### src/rtl/demux_l2_unbundle.sv
// Rebuilds four parallel lanes from the serialized level-2 byte stream; word k of a group goes to lane k.
// Latency 1 cycle from the completing word or flush; input is never refused, back-to-back groups need no bubble.
module demux_l2_unbundle #(
    parameter int DATA_W  = 8,
    parameter int TIMEOUT = 8
) (
    input  logic              cclk,
    input  logic              reset,
    input  logic              valid_in,
    input  logic [DATA_W-1:0] data_in,
    input  logic              flush,
    output logic              valid_out0,
    output logic              valid_out1,
    output logic              valid_out2,
    output logic              valid_out3,
    output logic [DATA_W-1:0] data_out0,
    output logic [DATA_W-1:0] data_out1,
    output logic [DATA_W-1:0] data_out2,
    output logic [DATA_W-1:0] data_out3,
    output logic              partial,
    output logic [7:0]        group_cnt
);

    localparam logic [7:0] TO_M1 = 8'(TIMEOUT - 1);

    logic [1:0]        r_ptr;
    logic [DATA_W-1:0] r_slot [0:3];
    logic [7:0]        r_idle;
    logic [3:0]        r_vld;
    logic [DATA_W-1:0] r_dout [0:3];
    logic              r_partial;
    logic [7:0]        r_gcnt;

    logic [2:0]        w_cnt;
    logic              w_timeout;
    logic              w_fire;
    logic [DATA_W-1:0] w_slot_nxt [0:3];

    // Word count including the one arriving this cycle (0..4).
    assign w_cnt     = {1'b0, r_ptr} + {2'b00, valid_in};
    assign w_timeout = !valid_in && (r_ptr != 2'd0) && (r_idle == TO_M1);
    assign w_fire    = (w_cnt == 3'd4) || ((flush || w_timeout) && (w_cnt != 3'd0));

    // The incoming word is written before the group is presented, so a same-cycle flush includes it.
    always_comb begin
        for (int k = 0; k < 4; k++) begin
            w_slot_nxt[k] = r_slot[k];
        end
        if (valid_in) begin
            w_slot_nxt[r_ptr] = data_in;
        end
    end

    always_ff @(posedge cclk or posedge reset) begin
        if (reset) begin
            r_ptr     <= 2'd0;
            r_idle    <= 8'd0;
            r_vld     <= 4'd0;
            r_partial <= 1'b0;
            r_gcnt    <= 8'd0;
            for (int k = 0; k < 4; k++) begin
                r_slot[k] <= '0;
                r_dout[k] <= '0;
            end
        end else begin
            r_ptr <= w_fire ? 2'd0 : w_cnt[1:0];
            for (int k = 0; k < 4; k++) begin
                r_slot[k] <= w_slot_nxt[k];
            end

            if (valid_in || (r_ptr == 2'd0) || w_fire) begin
                r_idle <= 8'd0;
            end else begin
                r_idle <= r_idle + 8'd1;
            end

            r_vld     <= 4'd0;
            r_partial <= 1'b0;
            if (w_fire) begin
                for (int k = 0; k < 4; k++) begin
                    r_vld[k] <= (3'(k) < w_cnt);
                    r_dout[k] <= (3'(k) < w_cnt) ? w_slot_nxt[k] : '0;
                end
                r_partial <= (w_cnt != 3'd4);
                r_gcnt    <= r_gcnt + 8'd1;
            end
        end
    end

    assign valid_out0 = r_vld[0];
    assign valid_out1 = r_vld[1];
    assign valid_out2 = r_vld[2];
    assign valid_out3 = r_vld[3];
    assign data_out0  = r_dout[0];
    assign data_out1  = r_dout[1];
    assign data_out2  = r_dout[2];
    assign data_out3  = r_dout[3];
    assign partial    = r_partial;
    assign group_cnt  = r_gcnt;

endmodule
### config.mk
export PLATFORM = sky130hd
export DESIGN_NAME = demux_l2_unbundle
export DESIGN_NICKNAME = d
export VERILOG_FILES = /design/src/rtl/demux_l2_unbundle.sv
export SDC_FILE = /design/constraint.sdc
export NUM_CORES = 1
export LEC_CHECK = 0
export BUFFER_PORTS_ARGS = -buffer_cell sky130_fd_sc_hd__buf_2
export CAP_MARGIN = 10
export CORE_MARGIN = 2
export CORE_UTILIZATION = 30
export DETAILED_ROUTE_END_ITERATION = 8
export HOLD_SLACK_MARGIN = 0.12
export PLACE_DENSITY = 0.55
export SYNTH_ARGS = -nofsm -noshare
export SYNTH_HDL_FRONTEND = slang
export SYNTH_SLANG_ARGS = --single-unit
### constraint.sdc
create_clock -name cclk -period 3.7 [get_ports cclk]
set_clock_uncertainty 0.05 [all_clocks]
set_input_delay 1.11 -clock cclk [delete_from_list [all_inputs] [get_ports cclk]]
set_output_delay 1.11 -clock cclk [all_outputs]
set_load 0.005 [all_outputs]
**Word-level counts from Yosys, hierarchy flattened**

Cells that the tools add are included.

- Output and inout port bits: 45
- Bits in registers: 87
- Logic and storage cells: 50
- Input port bits: 12

- Equal/unequal tests: 3
- Reduce and logical (&&, ||, !) cells: 12
- $lt $le $gt $ge: 6
- Mux-type cells: 12
- Add/sub/neg operators: 3
- Bitwise operators: 1

Operators with widths:

| cell | count |
|---|---|
| 2-to-1 mux 8 bit | 6 |
| bitwise mux 32 bit | 1 |
| 2-to-1 mux 32 bit | 1 |
| adder 8 x 1 -> 8 bit, second input constant | 2 |
| demux 8 bit (select 2 bit) | 1 |
| equality test 8 x 3 -> 1 bit, second input constant | 1 |
| less-than comparator 1 x 3 -> 1 bit, first input constant | 2 |
| less-than comparator 2 x 3 -> 1 bit, first input constant | 2 |
| logical AND 1 bit | 4 |
| logical OR 1 bit | 4 |
| 2-to-1 mux 4 bit | 1 |
| adder 2 x 1 -> 3 bit | 1 |
| equality test 3 bit, second input constant | 1 |
| >= comparator 3 bit, second input constant | 1 |
| less-than comparator 3 x 1 -> 1 bit, second input constant | 1 |
| != test 3 bit, second input constant | 1 |
| inverter 2 -> 3 bit | 1 |
| nonzero test 3 bit | 1 |
| logical NOT 2 bit | 1 |
| 2-to-1 mux 2 bit | 1 |
| nonzero test 2 bit | 1 |
| logical NOT 1 bit | 1 |
| 2-to-1 mux 1 bit | 1 |

**Longest topological paths before layout**

- Word-level depth: 8
- Mapped depth: 9
- Gate-level depth less buffers: 7

**Worst setup path after synthesis**

OpenSTA, ideal clock, no wires.

- Kind: in2reg
- Start: in valid_in
- End: reg r_gcnt[1] (netlist: group_cnt[1])
- Path slack: 0.949 ns
- Required time: 3.525 ns
- Path buffers: 1
- Data arrival time: 2.577 ns
- Library setup time: 0.125 ns
- Stages: 7
- Cells stage by stage: ha_1 > inv_1 > ha_1 > nor3_1 > buf_2 > nor2_1 > mux2_2

- Word-level cells in the longest chain between the ends: 6
- Elaborated cells on any way between the ends: 9
- Those cells by class: add/sub (1); eq/ne (1); reduce/logical (7)

RTL lines:

| what | line | source |
|---|---|---|
| from (decl) | 9 | `input logic valid_in,` |
| parallel branches: the longest is 5 deep, another holds adder 2 x 1 -> 3 bit | n/a |  |
| logical OR 1 bit * | 42 | `assign w_fire = (w_cnt == 3'd4) \|\| ((flush \|\| w_timeout) && (w_cnt != 3'd0));` |
| to (signal assigned) | 85 | `r_gcnt <= r_gcnt + 8'd1;` |
| to (decl) | 32 | `logic [7:0] r_gcnt;` |

Every way passes the cells marked *.
A chain may end at the register's enable or synchronous reset.

**Final worst setup path**

- Start: in valid_in
- End: reg r_dout, in the netlist data_out0[0]

- Word-level cells in the longest chain between the ends: 6
- Elaborated cells on any way between the ends: 12
- Those cells by class: add/sub (1); order compare (1); eq/ne (1); mux (2); reduce/logical (7)

RTL lines:

| what | line | source |
|---|---|---|
| parallel branches: the longest is 6 deep, another holds adder 2 x 1 -> 3 bit | n/a |  |
| to (signal, indexed assignment) | 82 | `r_dout[k] <= (3'(k) < w_cnt) ? w_slot_nxt[k] : '0;` |
| to (decl) | 30 | `logic [DATA_W-1:0] r_dout [0:3];` |

Parallel ways; which one is timed is not known.

==> flow_summary.json <==
{
  "drt_first_iter_violations": 86,
  "rr_endpoint": "data_out0[0]",
  "cts_sinks": 87,
  "numPortBuffers": 56,
  "synth-seq-cells": 87,
  "grt_first_pass_wirelength_mm": 14.1,
  "clk_path_buf_depth": 2,
  "numCtsBuffers": 9,
  "multi_input_area_mm2": 0.00152,
  "initial_core_util_pct": 30.5,
  "firstDrtPassIters": 4,
  "worstPathArrival_ns": 3.24,
  "cp-end-kind": "register",
  "final_antenna_net_count": 0,
  "p_leak_uw": 0.00211,
  "wl_met2_mm": 3.91,
  "slew_violations": 0,
  "h-tree-depth": 3,
  "cp-start-kind": "primary input",
  "synth_top_area_share_pct": 56.8,
  "ys_types": 38,
  "die_area_mm2": 0.0137,
  "maxCapViolations": 0,
  "min_period_over_period_pct": 84.5,
  "clk_latency_ns": 0.33,
  "cp_data_required_time_ns": 3.81,
  "synth_area_leaders": "dfrtp_1, mux2_2, o21ai_2",
  "syn_area_per_cell_um2": 12.5,
  "worst_r2r_path_depth": 7,
  "cp_common_cell": "ha_1",
  "fin_nets": 379,
  "cts_resized": 0,
  "syn-instance-count": 306,
  "cts_tree": "done",
  "hp-start": "group_cnt[7]",
  "grt_max_degree": 52,
  "grt_util_all_layers_pct": 13.6,
  "finalCriticalPeriod_ns": 3.12,
  "synth_most_common_cell": "dfrtp_1",
  "viasPerCell": 4.49,
  "setup_violations": 0,
  "reg2reg_from": "r_ptr[0]",
  "ys_seq_area_share_pct": 56.8,
  "n_fill_cell": 1268,
  "grt_pass1_vias": 2614,
  "die_height_um": 117,
  "area_delta_synth_final_pct": 18.8,
  "final.setup.tns_ns": 0,
  "post_drt_wl_per_cell_um": 15.6,
  "async_flop_share_pct": 100,
  "synth_common_cells": "dfrtp_1, o21ai_0, mux2_2",
  "crit_fanout": 36,
  "core_mm2": 0.0126,
  "synth_edf_count": 0,
  "wl_met1_mm": 4.04,
  "hold_viol": 0,
  "synth.yosys.warnings": 0,
  "vias": 2413,
  "drive_gt1_share_pct": 39.3,
  "worst_slew_margin_rel_pct": 27.8,
  "synth_ff_type": "dfrtp_1",
  "io_pins": 57,
  "antenna_cells": 0,
  "total_power_uw": 3530,
  "dp_hpwl_mm": 5.62,
  "rsz0062_at_grt": "false",
  "antenna_found_initial": 0,
  "highest_layer": "met4",
  "syn_area_mm2": 0.00383,
  "wl_met3_um": 348,
  "cpPeakStageDelay_ns": 0.85,
  "crit_path_top_delay_cell": "or2_2",
  "clock-root-buffer": "clkbuf_16",
  "outcome": "finished clean",
  "seqCellArea_mm2": 0.00218,
  "cts_hold_buffers": 0,
  "cts_setup_buffers": 0,
  "die_x_um": 117,
  "clkTransAtPathRegs_ns": 0.06,
  "vdd.ir_drop.worst_uv": 363,
  "path_class": "in -> reg",
  "synthesis.nets": 323,
  "worstHoldPathType": "reg -> reg",
  "reg2reg_slack_ns": 0.98,
  "fmax_mhz": 320,
  "whs_path_depth": 1,
  "drc": 0,
  "overflow": 0,
  "path_cells": "buf_2 -> ha_1 -> inv_1 -> ha_1 -> o21bai_1 -> a31oi_4 -> or2_2 -> o21ai_0",
  "power_density_mw_per_mm2": 776,
  "tightest_slew_ns": 1.08,
  "yosys.area.top_type": "dfrtp_1",
  "num_rows": 41,
  "drt-total-wl_mm": 8.38,
  "place.gp.congestion": 0.705,
  "holdPathEnd": "group_cnt[7]"
}
-- worst max-delay path by stage --
stage / cells past startpoint / slack, ns / start / end
2_1_floorplan: 1 / 0.29 / reset / data_out0[0]
3_3_place_gp: 8 / 0.31 / valid_in / data_out0[0]
3_5_place_dp: 8 / 0.23 / valid_in / data_out1[2]
4_1_cts: 8 / 0.57 / valid_in / data_out0[0]
5_1_grt: 8 / 0.36 / valid_in / data_out0[0]
6_report: 8 / 0.58 / valid_in / data_out0[0]
-- kinds of logic (layout without fill, tap and decap cells) --
kind of cell / Yosys count / count (layout) / synth area share, %
compound gates: 71 / 71 / 12.5
xor+xnor: 13 / 13 / 3.17
fa+ha+maj: 5 / 5 / 1.63
buf+inv: 20 / 80 / 3.69
flops: 87 / 87 / 56.8
mux: 33 / 33 / 9.70
simple gates: 77 / 77 / 12.5
-- final cells by class --
type	count	share of cell area, %
clock buffers	11	5.55
clock inverters	4	0.990
inverters	5	0.440
multi-input cells	199	33.4
flip-flops and latches	87	47.8
well taps	172	4.73
repair buffers	60	7.09
-- metal layers --
layer	track usage [%]	vias to the layer above
li1	-	1171
met1	18.6	1192
met2	21.2	42
met3	3.71	8
met4	4.00	0
met5	0	-
-- report_power, final --
part           switching [uW]  leakage [uW]  total [uW]  internal (uW)
Combinational             687      0.000830        1180            498
Sequential                158       0.00113        1440           1280
Clock                     355      0.000151         907            552
-- critical path, delay by kind of cell --
family	cells	cell delay, ns
and+or+nand+nor	1	0.85
AOI/OAI and AO/OA	3	0.54
adders and majority gates	2	0.53
buffers and inverters	2	0.18
-- state kept, by name, indices dropped and copies added (netlist names) --
register,count
data_out3,8
partial,1
r_ptr,2
data_out1,8
r_idle,8
r_slot,32
group_cnt,8
r_vld,4
data_out0,8
data_out2,8
-- cell usage in the layout (no fill, tap or decap), types with 2 or more instances in the layout --
| cell | Yosys | final |
|---|---|---|
| dfrtp_1 | 87 | 87 |
| buf_2 | 2 | 56 |
| o21ai_0 | 34 | 34 |
| mux2_2 | 32 | 32 |
| o21ai_2 | 26 | 26 |
| nand2b_1 | 24 | 24 |
| nor2_1 | 16 | 16 |
| nand2_1 | 11 | 11 |
| xor2_1 | 10 | 10 |
| clkbuf_16 | 0 | 9 |
| nand3_1 | 6 | 6 |
| o21ai_1 | 5 | 5 |
| ha_1 | 5 | 5 |
| inv_1 | 5 | 4 |
| clkinv_2 | 0 | 4 |
| buf_4 | 0 | 3 |
| nor4_4 | 2 | 2 |
| nor2b_1 | 2 | 2 |
| nand3b_1 | 2 | 2 |
| xnor2_1 | 2 | 2 |
| and2_1 | 2 | 2 |
| and3_1 | 2 | 2 |
| nor3_1 | 3 | 2 |
| clkbuf_8 | 0 | 2 |
-- through the flow --
step | util (%) | worst slack, ns | area [um^2] | hold WS, ns | cells
floorplan | - | 0.290 | 3830 | 0.397 | 306
global placement | 33.8 | 0.311 | 4250 | 0.410 | 523
detailed placement | 33.8 | 0.228 | 4250 | 0.411 | 523
CTS | 36.2 | 0.574 | 4550 | 0.419 | 538
global route | 36.2 | 0.359 | 4550 | 0.460 | 538
finish | 36.2 | 0.575 | 4550 | 0.407 | 538
(Power assumes the default switching activity.)
